--- config.mk ---
export PLATFORM = sky130hd
export DESIGN_NAME = imem_fetch_ctrl
export DESIGN_NICKNAME = d
export VERILOG_FILES = /design/src/rtl/imem_fetch_ctrl.sv
export SDC_FILE = /design/constraint.sdc
export NUM_CORES = 1
export LEC_CHECK = 0
export BUFFER_PORTS_ARGS = -buffer_cell sky130_fd_sc_hd__buf_2
export CORE_ASPECT_RATIO = 0.7
export CORE_MARGIN = 2
export CORE_UTILIZATION = 43
export DETAILED_ROUTE_END_ITERATION = 7
export GPL_TIMING_DRIVEN = 0
export MAX_ROUTING_LAYER = met4
export PLACE_DENSITY = 0.79
export SKIP_CTS_REPAIR_TIMING = 1
export SYNTH_ARGS = -nofsm -noshare
export SYNTH_HDL_FRONTEND = slang
export SYNTH_SLANG_ARGS = --single-unit
--- constraint.sdc ---
create_clock -name clk_i -period 3.9 [get_ports clk_i]
set_clock_uncertainty 0.05 [all_clocks]
set_input_delay 0 -clock clk_i [delete_from_list [all_inputs] [get_ports clk_i]]
set_output_delay 0 -clock clk_i [all_outputs]
set_load 0.1 [all_outputs]
--- src/rtl/imem_fetch_ctrl.sv ---
// rtl/imem_fetch_ctrl.sv - instruction memory fetch sequencer with stall, redirect and program-load port handoff
// Owns the PC and the memory read port; hands the port to the boot loader while in LOAD.
module imem_fetch_ctrl #(
  parameter logic [31:0] RESET_PC = 32'h0000_0000
) (
  input  logic        clk_i,
  input  logic        reset_n_i,
  input  logic        stall_i,
  input  logic        redirect_i,
  input  logic [31:0] redirect_pc_i,
  input  logic        load_req_i,
  input  logic        load_valid_i,
  input  logic [31:0] load_addr_i,
  input  logic [31:0] load_data_i,
  input  logic        load_done_i,
  output logic        load_grant_o,
  output logic [31:0] mem_addr_o,
  output logic        mem_en_o,
  output logic        mem_we_o,
  output logic [31:0] mem_wdata_o,
  input  logic [31:0] mem_rdata_i,
  output logic [31:0] if_instr_o,
  output logic [31:0] if_pc_o,
  output logic        if_valid_o
);

  typedef enum logic [1:0] {
    ST_IDLE  = 2'd0,
    ST_FETCH = 2'd1,
    ST_HOLD  = 2'd2,
    ST_LOAD  = 2'd3
  } state_t;

  state_t      state_q, state_d;
  logic [31:0] pc_q, pc_d;
  logic [31:0] if_pc_q, if_pc_d;
  logic        if_valid_q, if_valid_d;

  logic [31:0] redirect_tgt;
  logic        unused_redirect_lsbs;

  assign redirect_tgt         = {redirect_pc_i[31:2], 2'b00};
  assign unused_redirect_lsbs = ^redirect_pc_i[1:0];

  always_ff @(posedge clk_i or negedge reset_n_i) begin
    if (!reset_n_i) begin
      state_q    <= ST_IDLE;
      pc_q       <= RESET_PC;
      if_pc_q    <= 32'h0;
      if_valid_q <= 1'b0;
    end else begin
      state_q    <= state_d;
      pc_q       <= pc_d;
      if_pc_q    <= if_pc_d;
      if_valid_q <= if_valid_d;
    end
  end

  // Memory port is driven purely from state and inputs, so an async reset
  // (state forced to IDLE) silences it in the same instant.
  always_comb begin
    state_d      = state_q;
    pc_d         = pc_q;
    if_pc_d      = if_pc_q;
    if_valid_d   = if_valid_q;
    mem_en_o     = 1'b0;
    mem_we_o     = 1'b0;
    mem_addr_o   = 32'h0;
    mem_wdata_o  = 32'h0;
    load_grant_o = 1'b0;

    case (state_q)
      ST_IDLE: begin
        if_valid_d = 1'b0;
        state_d    = load_req_i ? ST_LOAD : ST_FETCH;
      end

      ST_FETCH, ST_HOLD: begin
        if (load_req_i) begin
          if_valid_d = 1'b0;
          state_d    = ST_LOAD;
        end else if (redirect_i) begin
          mem_en_o   = 1'b1;
          mem_addr_o = redirect_tgt;
          pc_d       = redirect_tgt + 32'd4;
          if_pc_d    = redirect_tgt;
          if_valid_d = 1'b1;
          state_d    = ST_FETCH;
        end else if (stall_i) begin
          // Memory enable low keeps its output register, and so if_instr, frozen.
          state_d = ST_HOLD;
        end else begin
          mem_en_o   = 1'b1;
          mem_addr_o = pc_q;
          pc_d       = pc_q + 32'd4;
          if_pc_d    = pc_q;
          if_valid_d = 1'b1;
          state_d    = ST_FETCH;
        end
      end

      ST_LOAD: begin
        load_grant_o = 1'b1;
        mem_en_o     = load_valid_i;
        mem_we_o     = load_valid_i;
        mem_addr_o   = load_addr_i;
        mem_wdata_o  = load_data_i;
        if (load_done_i) begin
          pc_d    = RESET_PC;
          state_d = ST_IDLE;
        end
      end

      default: begin
        state_d = ST_IDLE;
      end
    endcase
  end

  assign if_instr_o = mem_rdata_i;
  assign if_pc_o    = if_pc_q;
  assign if_valid_o = if_valid_q;

endmodule

# Word-level counts from Yosys, hierarchy flattened
# Index checks and enable logic that the tools add are counted.
# word_totals
register_bits	67
latchBits	0
ramBits	0
romBits	0
input_bits	135
out_inout_bits	132
word_cells	50
mem_count	0
# classes
addsub	2
mul	0
n_div	0
order_cmp	0
eq_ne	8
n_shift	0
mux	28
n_bitwise	1
reduce_logical	7
# ops
op	n
32-bit 2-to-1 mux	10
32-bit one-hot mux with 2 select lines	2
32-bit by 3-bit adder with 32-bit output (second input constant)	2
2-bit 2-to-1 mux	5
1-bit 2-to-1 mux	8
2-bit one-hot mux with 3 select lines	1
2-bit equality test (second input constant)	2
2-bit inequality test (second input constant)	2
4-bit inequality test (second input constant)	1
1-bit one-hot mux with 2 select lines	2
4-bit AND reduction	1
2-bit nonzero test	2
3-bit inequality test (second input constant)	1
3-bit AND reduction	1
2-bit by 1-bit equality test with 1-bit output (second input constant)	1
2-bit zero test	1
2-bit by 1-bit inequality test with 1-bit output (second input constant)	1
2-bit AND reduction	1
2-bit OR reduction	1
1-bit inverter	1

# Logic depth before layout (Yosys ltp)
# Gate-level depths: netlist (run 1).
# depth
ltp_word	5
mapped_depth	13

# Least setup slack after synthesis (run 1)
# Ideal clock, no wire load.
# synth_path
path_type	register to output
start	reg state_q[0]
end	out mem_en_o
arrival_time_ps	3758
slack_ps	92
stages_incl_launch_ff	6
path_cell_list	dfrtp_1 ha_1 clkbuf_1 and2_1 a21oi_1 nor2_1
# synth_via
elab_chain_cells	3
elab_cells_between_ends	5
classes_between	eq/ne: 3; mux: 1; reduce/logical: 1
# synth_rtl
item	line_no	source
start, declared	34	state_t state_q, state_d;
start signal, assigned	52	state_q <= state_d;
2-bit by 1-bit equality test with 1-bit output or 2-bit equality test (tied branches)	72	case (state_q)
2-bit OR reduction	72	
1-bit one-hot mux with 2 select lines (*)	72	
end, declared	18	output logic mem_en_o,
# Every way passes the cells marked *; elsewhere a longest branch is shown, timed or not.

# Worst setup path after layout (run 1)
# layout_path
start	in redirect_i
end	reg pc_q[28]
# layout_via
elab_chain_cells	3
elab_cells_between_ends	5
classes_between	eq/ne: 1; mux: 3; reduce/logical: 1
# layout_rtl
item	line_no	source
start, declared	9	input logic redirect_i,
32-bit 2-to-1 mux	82	end else if (redirect_i) begin
32-bit 2-to-1 mux	79	if (load_req_i) begin
32-bit one-hot mux with 2 select lines	72	
end signal, assigned	53	pc_q <= pc_d;
end, declared	35	logic [31:0] pc_q, pc_d;
# Parallel ways exist; a longest one is shown, timed or not. The select of a mux whose other input is x is not followed.
# A chain may end at the register's enable or synchronous reset.

==> impl_metrics.ini, run 1 <==
[global_route]
grt_pass1_vias = 4834
antenna_found_initial = 0
grt_usage_pct = 30.1
grt_pass1_wl_um = 26400
grt_start_max_net_pins = 64
overflow = 0

[timing]
fmax_mhz = 270
setup_viol = 0
fin_crit_sh_pct = 95.0
post-route-min-period_ns = 3.70
tightest_slew_ns = 0.984
finalHoldViolCount = 0
relSlewSlack_pct = 33.9
tns_ns = 0
rsz0062_at_grt = no
slew_viol_final = 0

[finish]
mostFrequentLayoutCells = buf_2, nand2_1, dfrtp_1
fin_cells = 953
final_common_cell = buf_2
area_growth_pct = 35.8
utilization_pct = 60.4
finalNetCount = 955
drive_above_1_share_pct = 36.1
antennaDiodeCount = 0
fin_area_sq_um = 6300
n_fill_cell = 962

[routing]
wl_um = 17500
drc = 0
vias_per_cell = 5.61
avgRoutedWirePerCell_um = 18.4
vias = 5351
dr.first_iter.drc_count = 649
ant_nets = 0
drt_pass1_iterations = 5

[cts]
numClockSinks = 63
clkTransAtPathRegs_ns = 0.06
clockBufferDepth = 2
worstSkewPairLatency_ns = 0.34
cts_htree_levels = 3
cts_buffers = 9
cts_tree = done
root_buffer = clkbuf_16

[place]
place_congestion = 0.965
numPortBuffers = 229
dpl.hpwl_um = 13400
place_area_sq_um = 5960
place_inst = 935

[power_and_ir_drop]
power_density_nw_per_um2 = 1040
clock_power_share_pct = 13.2
p_sw_mw = 4.32
p_comb_share_pct = 70.0
internal_power_mw = 2.25
p_sw_share_pct = 65.8
ir_worst_vdd_mv = 0.906
cellLeakagePower_nw = 3.36
p_seq_share_pct = 16.8

[die]
io_pins = 267
placementRows = 31
coreArea_sq_um = 10400
die_height_um = 90.9
floorplan.die_area_sq_um = 11700
fp.dieW_um = 128
start_util_pct = 44.5

[yosys]
async_flop_share_pct = 100
synth-seq-cells = 63
netlist_area_sq_um = 4640
synthDistinctLibCells = 53
yosysSeqAreaShare_pct = 34.0
synthCells = 573
ys_warn_count = 0
synth_flop_cell = dfrtp_1
postSynthAreaPerCell_sq_um = 8.10
synth_edf_count = 0

[critical_path]
r2r_slack_ns = 0.96
arrival_ns = 3.88
reg2reg_from = pc_q[2]
cp-start-kind = primary input
critical_path_class = primary input to flop
crit_required_ns = 4.08
crit_path_end_kind = flop
crit_start = redirect_i
cp_max_fo = 10

[worst_hold_path]
hp-class = primary input to flop
hp-start = redirect_pc_i[8]

[status]
outcome = finished clean

[flow_run]
drv_cap = 0
## per-layer routing
metal  routed length (um)  share of wire [%]  vias up  GRT usage (%)
li1                     -                  -     2472              -
met2                 7910                 45      352           44.1
met4                  261                1.5        0           5.59
met1                 7540                 43     2495           43.5
met5                    0                  0        -              -
met3                 1780                 10       32           6.07
## power by group through the flow
stage                     Sequential [mW]  Clock (mW)  Combinational, mW
after global placement               1.10           0               4.55
after CTS                            1.10       0.873               4.59
after global routing                 1.13       0.903               4.78
final                                1.10       0.865               4.60
after detailed placement             1.11           0               4.58
after floorplan                      2.03           0               2.83
## final timing paths
path | cells after the start | to
max in group asynchronous | 2 | if_pc_o[3]
min reg2reg | 1 | if_pc_o[9]
min in group asynchronous | 2 | pc_q[15]
min | 3 | pc_q[8]
max reg2reg | 8 | pc_q[28]
max | 13 | pc_q[28]
## flip-flops by register name (all words and copies together), names as in the netlist
register	flops
state_q	2
if_valid_o	1
if_pc_o	30
pc_q	30
## kinds of logic after synthesis
kind of cell,Yosys count,synth area share [%]
AND/OR/NAND/NOR,233,25.2
AO/OA/AOI/OAI,157,22.8
buffers and inverters,80,9.76
flip-flops,63,34.0
multiplexers,21,4.53
XOR/XNOR,15,2.83
adder cells (fa/ha/maj),3,0.809
other,1,0.0808
## critical path, stage by stage
cell and delay (ns):
buf_2 0.24, buf_2 0.32, buf_2 0.38, buf_2 0.32
buf_2 0.30, nand2_1 0.11, o21ai_0 0.19, ha_1 0.22
inv_1 0.09, a221oi_4 0.55, nand4_4 0.30, or4_1 0.59
a32o_1 0.26
## per-stage QoR
step	setup WS, ns	hold slack [ns]	power, mW
after global placement	0.108	0.259	5.65
after global routing	0.107	0.0229	6.82
final	0.197	0.0182	6.57
after CTS	0.385	-0.258	6.56
after floorplan	0.0917	-0.346	4.86
after detailed placement	0.0404	0.100	5.68
## synth_stat cells, drive strengths merged, types with 11 or more instances
| cell type | instances | area share (%) |
|---|---|---|
| a21o | 23 | 3.7 |
| a21oi | 46 | 5.0 |
| a22oi | 22 | 3.7 |
| a32o | 11 | 2.4 |
| and2 | 36 | 4.9 |
| buf | 48 | 7.2 |
| clkbuf | 24 | 1.9 |
| dfrtp | 63 | 34 |
| mux2i | 21 | 4.5 |
| nand2 | 78 | 6.3 |
| nand3 | 18 | 1.9 |
| nand4 | 11 | 1.8 |
| nor2 | 50 | 4.0 |
| o21ai | 33 | 3.6 |
| xnor2 | 11 | 2.1 |
## layout make-up
class                      instances  area (sq um)  share of cell area [%]
multi-input combinational        431          2620                    41.5
clock buffer                      11           243                    3.85
sequential                        63          1580                    25.0
clock inverter                     4          70.1                    1.11
timing repair buffer             232          1180                    18.7
buffer                            72           423                    6.71
tap                              132           165                    2.62
inverter                           8          30.0                   0.476
Note: power is estimated with default switching activity, not from simulation.
==> inputs of run 2 (changes only) <==
CORE_UTILIZATION = 49   (was 43)
PLACE_DENSITY = 0.88   (was 0.79)
==> impl_metrics.ini, run 2 (synthesized netlist as in run 1, its figures left out) <==
[status]
outcome = complete, but fails checks
violations = negative hold slack

[worst_hold_path]
hp-class = primary input to flop

[finish]
finalNetCount = 954
final_common_cell = buf_2
n_fill_cell = 808
area_growth_pct = 34.6
mostFrequentLayoutCells = buf_2, nand2_1, dfrtp_1
drive_above_1_share_pct = 36.1

[timing]
relSlewSlack_pct = 34.0
timing.hold.ws_ns = -0.0347
layout_setup_ws_ns = 0.162
tightest_slew_ns = 0.982
setup_viol = 0
post-route-min-period_ns = 3.74
fmax_mhz = 267
finalHoldViolCount = 1
slew_viol_final = 0
rsz0062_at_grt = no
tns_ns = 0
fin_crit_sh_pct = 95.9

[cts]
cts_buffers = 9
cts_tree = done
clockBufferDepth = 2
cts_htree_levels = 3
root_buffer = clkbuf_16
worstSkewPairLatency_ns = 0.34
clkTransAtPathRegs_ns = 0.05
numClockSinks = 63

[global_route]
grt_pass1_wl_um = 28000
overflow = 0
antenna_found_initial = 1
grt_usage_pct = 36.2
grt_pass1_vias = 5362
grt_start_max_net_pins = 64

[power_and_ir_drop]
clock_power_share_pct = 11.7
p_sw_share_pct = 67.1
p_seq_share_pct = 17.1
power_density_nw_per_um2 = 1040
internal_power_mw = 2.14
cellLeakagePower_nw = 3.34
p_comb_share_pct = 71.2
ir_worst_vdd_mv = 1.22
p_sw_mw = 4.36

[critical_path]
crit_chain = buf_2 > buf_2 > buf_2 > buf_2 > buf_2 > nand2_1 > o21ai_0 > ha_1 > inv_1 > a221oi_4 > nand4_4 > or4_1 > a32o_1
critical_path_class = primary input to flop
cp-start-kind = primary input
crit_path_end_kind = flop
crit_top_cell = buf_2
arrival_ns = 3.91
slowest_delay_ns = 0.60
slowest_stage = or4_1
cp_max_fo = 10
crit_required_ns = 4.08

[routing]
vias = 5510
ant_nets = 0
avgRoutedWirePerCell_um = 19.4
drc = 0
drt_pass1_iterations = 6
dr.first_iter.drc_count = 563
wl_um = 18400
vias_per_cell = 5.82

[die]
die_height_um = 85.4
placementRows = 29
start_util_pct = 50.8
fp.dieW_um = 120
coreArea_sq_um = 9140
io_pins = 267
floorplan.die_area_sq_um = 10300

[place]
place_congestion = 0.946
dpl.hpwl_um = 14000
place_ws_ns = -0.0544
numPortBuffers = 229

[flow_run]
drv_cap = 0
## run 2: changes by cell type in the layout (fill, tap and decap cells not counted)
cell / previous run / this run
dlygate4sd3_1: 3 / 2
clkbuf_1: 25 / 26
clkbuf_8: 1 / 2
clkinvlp_4: 0 / 1
bufinv_16: 2 / 0
diode_2: 0 / 1
## run 2: stage by stage
| step | hold slack (ns) | util (%) | instances | power [mW] | area, sq um |
|---|---|---|---|---|---|
| after floorplan | -0.346 | - | 574 | 4.86 | 4650 |
| after global placement | 0.258 | 65.0 | 927 | 5.63 | 5950 |
| after detailed placement | 0.108 | 65.1 | 927 | 5.69 | 5950 |
| after CTS | -0.250 | 68.1 | 943 | 6.46 | 6230 |
| after global routing | 0.0184 | 68.3 | 946 | 6.72 | 6250 |
| final | -0.0347 | 68.3 | 946 | 6.49 | 6250 |
## run 2: worst max-delay path, delay by kind of cell
family,cells,cell delay [ns]
buf+inv,6,1.73
fa+ha+maj,1,0.21
simple gates,3,1.01
compound gates,3,0.95
## run 2: worst paths after layout
check | startpoint | to | slack [ns] | cells past startpoint
max | redirect_i | pc_q[28] | 0.16 | 13
min | load_req_i | state_q[1] | -0.03 | 3
max reg2reg | pc_q[2] | pc_q[28] | 1.04 | 8
min reg2reg | if_pc_o[17] | if_pc_o[17] | 0.42 | 1
max in group asynchronous | reset_n_i | if_pc_o[31] | 2.96 | 2
min in group asynchronous | reset_n_i | pc_q[14] | 0.26 | 2
## run 2: cell type report
type	count	area, sq um	area share [%]
Multi-Input combinational cell	431	2620	41.9
Inverter	8	30.0	0.480
Tap cell	124	155	2.48
Sequential cell	63	1580	25.2
Antenna cell	1	2.50	0.0400
Buffer	72	423	6.77
Clock buffer	13	260	4.16
Timing Repair Buffer	231	1170	18.7
Clock inverter	3	17.5	0.280
## run 2: power by group through the flow
stage	clock network, mW	registers, mW	logic, mW
after detailed placement	0	1.11	4.59
after floorplan	0	2.03	2.83
final	0.762	1.11	4.62
after global routing	0.801	1.14	4.78
after global placement	0	1.09	4.54
after CTS	0.764	1.10	4.60
## run 2: per-layer routing
metal  vias to the layer above  GRT usage (%)  routed length, um  part of all wire, %
met5                         -              -                  0                    0
met3                        42           9.95               1880                   10
met1                      2626           46.3               7480                   41
met4                         0           11.3                455                  2.5
met2                       371           56.3               8550                   47
li1                       2471              -                  -                    -
